### config.mk
export PLATFORM = sky130hd
export DESIGN_NAME = comparator_s1_scan
export DESIGN_NICKNAME = d
export VERILOG_FILES = /design/src/rtl/cmp_pkg.sv /design/src/rtl/cmp_chunk_encode.sv /design/src/rtl/comparator_s1_scan.sv
export SDC_FILE = /design/constraint.sdc
export NUM_CORES = 1
export LEC_CHECK = 0
export CELL_PAD_IN_SITES_DETAIL_PLACEMENT = 1
export CELL_PAD_IN_SITES_GLOBAL_PLACEMENT = 2
export CORE_ASPECT_RATIO = 1.25
export CORE_UTILIZATION = 30
export CTS_BUF_LIST = sky130_fd_sc_hd__clkbuf_8
export DETAILED_ROUTE_END_ITERATION = 10
export GPL_ROUTABILITY_DRIVEN = 1
export MAX_ROUTING_LAYER = met4
export PLACE_DENSITY_LB_ADDON = 0.25
export SLEW_MARGIN = 25
export SYNTH_ARGS = -nofsm -noshare
export SYNTH_HDL_FRONTEND = slang
export SYNTH_HIERARCHICAL = 1
export SYNTH_SLANG_ARGS = --single-unit
### constraint.sdc
create_clock -name clk_i -period 2.4 [get_ports clk_i]
set_input_delay 0.48 -clock clk_i [delete_from_list [all_inputs] [get_ports clk_i]]
set_output_delay 0.48 -clock clk_i [all_outputs]
set_load 0.01 [all_outputs]
### src/rtl/cmp_pkg.sv
// Shared definitions for the chunked magnitude comparator stages.
// The FB_* codes are the contract between the scan stage and the LSB stage.
package cmp_pkg;

  localparam logic [1:0] FB_EQ = 2'b00;
  localparam logic [1:0] FB_GT = 2'b01;
  localparam logic [1:0] FB_LT = 2'b10;

  typedef enum logic [1:0] {
    S_IDLE = 2'd0,
    S_SCAN = 2'd1,
    S_HOLD = 2'd2
  } state_t;

endpackage

### src/rtl/cmp_chunk_encode.sv
// Unsigned compare of two chunks, encoded as a feedback code.
// Purely combinational.
module cmp_chunk_encode
  import cmp_pkg::*;
#(
  parameter int CHUNK_W = 8
) (
  input  logic [CHUNK_W-1:0] a,
  input  logic [CHUNK_W-1:0] b,
  output logic [1:0]         fb
);

  always_comb begin
    fb = FB_EQ;
    if (a < b) begin
      fb = FB_LT;
    end else if (a > b) begin
      fb = FB_GT;
    end
  end

endmodule

### src/rtl/comparator_s1_scan.sv
// Front stage of the chunked comparator: scans upper chunks MSB-first, one per cycle,
// stopping at the first difference; hands the feedback code plus the LSB chunks downstream.
module comparator_s1_scan
  import cmp_pkg::*;
#(
  parameter int DATA_W  = 16,
  parameter int CHUNK_W = 8
) (
  input  logic               clk_i,
  input  logic               rst_n_i,
  input  logic               in_valid_i,
  output logic               in_ready_o,
  input  logic [DATA_W-1:0]  A_i,
  input  logic [DATA_W-1:0]  B_i,
  output logic               out_valid_o,
  input  logic               out_ready_i,
  output logic [CHUNK_W-1:0] A_lsb_o,
  output logic [CHUNK_W-1:0] B_lsb_o,
  output logic [1:0]         feedback_o
);

  localparam int N_CHUNK = DATA_W / CHUNK_W;
  localparam int IDX_W   = (N_CHUNK > 1) ? $clog2(N_CHUNK) : 1;

  if ((DATA_W % CHUNK_W) != 0 || DATA_W < 2 * CHUNK_W) begin : g_bad_params
    $error("comparator_s1_scan: DATA_W must be a multiple of CHUNK_W and at least 2*CHUNK_W");
  end

  state_t             state, state_nxt;
  logic [IDX_W-1:0]   idx;
  logic [DATA_W-1:0]  a_reg, b_reg;
  logic [1:0]         feedback;
  logic [CHUNK_W-1:0] a_chunk, b_chunk;
  logic [1:0]         chunk_fb;
  logic               capture, step, decide;

  always_comb begin
    a_chunk = '0;
    b_chunk = '0;
    for (int i = 0; i < N_CHUNK; i++) begin
      if (idx == IDX_W'(i)) begin
        a_chunk = a_reg[i*CHUNK_W +: CHUNK_W];
        b_chunk = b_reg[i*CHUNK_W +: CHUNK_W];
      end
    end
  end

  cmp_chunk_encode #(.CHUNK_W(CHUNK_W)) u_encode (
    .a  (a_chunk),
    .b  (b_chunk),
    .fb (chunk_fb)
  );

  always_ff @(posedge clk_i or negedge rst_n_i) begin
    if (!rst_n_i) begin
      state <= S_IDLE;
    end else begin
      state <= state_nxt;
    end
  end

  always_comb begin
    state_nxt = state;
    capture   = 1'b0;
    step      = 1'b0;
    decide    = 1'b0;
    case (state)
      S_IDLE: begin
        if (in_valid_i) begin
          capture   = 1'b1;
          state_nxt = S_SCAN;
        end
      end
      S_SCAN: begin
        // Chunk 0 is left for the LSB stage, so idx==1 is the last chunk scanned here.
        if (chunk_fb != FB_EQ || idx == IDX_W'(1)) begin
          decide    = 1'b1;
          state_nxt = S_HOLD;
        end else begin
          step = 1'b1;
        end
      end
      S_HOLD: begin
        if (out_ready_i) begin
          state_nxt = S_IDLE;
        end
      end
      default: state_nxt = S_IDLE;
    endcase
  end

  always_ff @(posedge clk_i or negedge rst_n_i) begin
    if (!rst_n_i) begin
      idx      <= '0;
      a_reg    <= '0;
      b_reg    <= '0;
      feedback <= FB_EQ;
    end else begin
      if (capture) begin
        a_reg <= A_i;
        b_reg <= B_i;
        idx   <= IDX_W'(N_CHUNK - 1);
      end
      if (step) begin
        idx <= idx - 1'b1;
      end
      if (decide) begin
        feedback <= chunk_fb;
      end
    end
  end

  assign in_ready_o  = (state == S_IDLE);
  assign out_valid_o = (state == S_HOLD);
  assign feedback_o  = feedback;
  assign A_lsb_o     = a_reg[CHUNK_W-1:0];
  assign B_lsb_o     = b_reg[CHUNK_W-1:0];

endmodule
==> flow_summary.toml, run 1 <==
[cts]
cts.sinks = 37
cts_tree = "done"
htree_levels = 2
clock-root-buffer = "clkbuf_8"
clkTransAtPathRegs_ps = 80
cts.path.max_buffers = 2
cts-buffers-inserted = 5
clk_latency_ps = 300

[critical_path]
critPathTopFamily = "compound AO/OA/AOI/OAI gates"
worstReg2RegStart = "idx"
reg2reg_slack_ps = -80
path_cells = "buf_12, mux2_4, inv_2, ha_4, nor2b_4, o211ai_2, a21oi_2, o21ba_4, or4b_4, a21oi_2"
slowest_stage = "or4b_4"
cpMostUsedCell = "a21oi_2"
worstPathMaxFanout = 5
startpoint_type = "flip-flop"
required_ps = 2630
arrival_ps = 2710
r2r_cells = 10
path_class = "flip-flop to flip-flop"
cp-end-kind = "flip-flop"
cp_num_buf_inv = 2
timing.rr.end = "state[0]"
cp_slowest_stage_delay_ps = 480

[synthesis]
muxShareOfSynthArea = 0.309
ys_warn_count = 6
ys_ff_latch = 37
yosysSeqAreaShare = 0.438
avgSynthCellArea_um2 = 14.0
synth_cell_types = 24
synth_cells = 151
synth-xor-area-share = 0
synthAdderAreaFrac = 0.0473
synth_fp_nets = 195
synth_compound_area_frac = 0.0438
synth_top_family_by_area = "multiplexers"
yosysTopAreaCell = "dfrtp_1"
synth_area_um2 = 2110
synthTopCellsByArea = "dfrtp_1 (44%), mux2_4 (21%), mux2_2 (9.6%), buf_4 (6.0%), ha_1 (4.7%)"
synth_top_area_share = 0.438
synth-simple-area-share = 0.0550

[timing]
finalCriticalPeriod_ps = 2480
maxSlewHeadroom = 0.449
rsz0062_at_grt = "true"
fmax_ghz = 0.403
post-route-period-util = 1.03
setup_violations = 2
final_max_slew_viol_count = 0
fin_ws_ps = -82.4
whs_ps = 275
clock_skew_ps = 9.87
max_slew.worst_pin.slew_ps = 827
final-hold-violation-count = 0

[layout]
fin_area_um2 = 2910
drive_above_1_share = 0.431
syn2layout_area_growth_pct = 37.7
mostFrequentLayoutCell = "clkdlybuf4s50_1"
nets = 247
final_core_util = 0.435
antenna_cells = 0
final_cells = 291
mostFrequentLayoutCells = "clkdlybuf4s50_1 (54), dfrtp_1 (36), mux2_4 (34)"

[routing]
vias = 1301
drt_wl_total_mm = 4.55
firstDrtPassIters = 2
post-route-drc-count = 0
drt_iter0_markers = 25
vias_per_cell = 4.47
ant_nets = 0
wl_per_cell_um = 15.6

[placement]
numPortBuffers = 55
routabilityCongestion = 0.698
dp_cells = 279
hpwl_mm = 3.14
dpl_worst_slack_ps = -21.3
placed_area_um2 = 2680

[power]
p_leak_uw = 0.00130
p_per_area_nw_per_um2 = 1280
irDropWorstVdd_mv = 0.374

[floorplan]
coreArea_um2 = 6690
io_pins = 56
start_util = 0.316
dieArea_um2 = 7390
die_y_um = 95.9
num_rows = 33
fp.dieW_um = 77.1

[global_routing]
grt_util_all_layers = 0.132
grt_overflow = 0
grt_pass1_wl_mm = 7.24
grt_antenna_before_repair = 0
grt_pass1_vias = 1477
grt_max_degree = 38

[min_path]
hold_path_class = "input port to asynchronous set/reset pin"

[run_status]
status = "finished, violations left"
violations = "setup timing"

[job]
drv_cap = 0
## worst reg2reg max path, delay by kind of cell, from the launching register on
kind | cells | cell delay (ps)
AOI/OAI and AO/OA | 4 | 610
and+or+nand+nor | 2 | 600
DFF | 1 | 470
muxes | 1 | 300
buffers and inverters | 2 | 230
adders and majority gates | 1 | 190
## report_power, final
part           total, µW  switching, µW  internal (µW)  leakage, µW
registers           1180            246            933     0.000433
clock network        425            227            197    0.0000491
logic               2130            790           1340     0.000814
## layout make-up
cell class	count	area, µm²
sequential	37	927
fill	705	3780
clock inverter	3	13.8
inverter	9	36.3
tap	87	109
timing repair buffer	66	703
multi-input combinational	84	1050
clock buffer	5	68.8
## cell usage after synthesis (all sizes together)
cell type and count:
a21oi 5, a22o 3, and2b 2, buf 21, dfrtp 37, ha 8
inv 9, mux2 48, nand2 1, nand2b 1, nand4 2, nor2 4
nor2b 1, nor4b 1, o211ai 1, o21ai 3, o21ba 1, or3 2
or4b 1
## logic make-up after synthesis
kind of cell | Yosys count
compound gates | 13
fa+ha+maj | 8
buf+inv | 30
flops | 37
mux | 48
simple gates | 15
## metrics by stage
stage | TNS (ps) | total power, µW
after detailed placement | -21.3 | 3110
after floorplan | 0 | 2580
after global placement | 0 | 3040
final | -116 | 3740
after global routing | -313 | 3990
after CTS | -19.9 | 3560
## timing repair
action | CTS | global route
buffers inserted | 1 | 1
hold endpoints to repair | 0 | 0
resized for setup | 5 | 18
pin swaps | 1 | 7
hold buffers | 0 | 0
cloned | 1 | 1
setup endpoints to repair | 1 | 4
## layer usage
| layer | up-vias | routed length, µm | track usage | share of wire |
|---|---|---|---|---|
| met4 | 0 | 63 | 0.0472 | 0.014 |
| met2 | 28 | 2460 | 0.231 | 0.54 |
| met1 | 654 | 1850 | 0.145 | 0.41 |
| met3 | 6 | 179 | 0.0351 | 0.039 |
| li1 | 613 | - | - | - |
| met5 | - | 0 | - | 0 |
## worst max-delay path by stage
stage,startpoint,end,cells after the start
finish,idx,state[0],10
global route,idx,state[0],10
CTS,idx,state[0],9
detailed placement,idx,state[0],10
global placement,idx,state[0],10
floorplan,idx,state[0],10
Note: power is estimated with default switching activity, not from simulation.
==> run 2, diff against run 1 <==
- HOLD_SLACK_MARGIN: not set -> 0.1
==> results of run 2 <==
No change in the layout: final DEF, timing and power equal those of run 1.
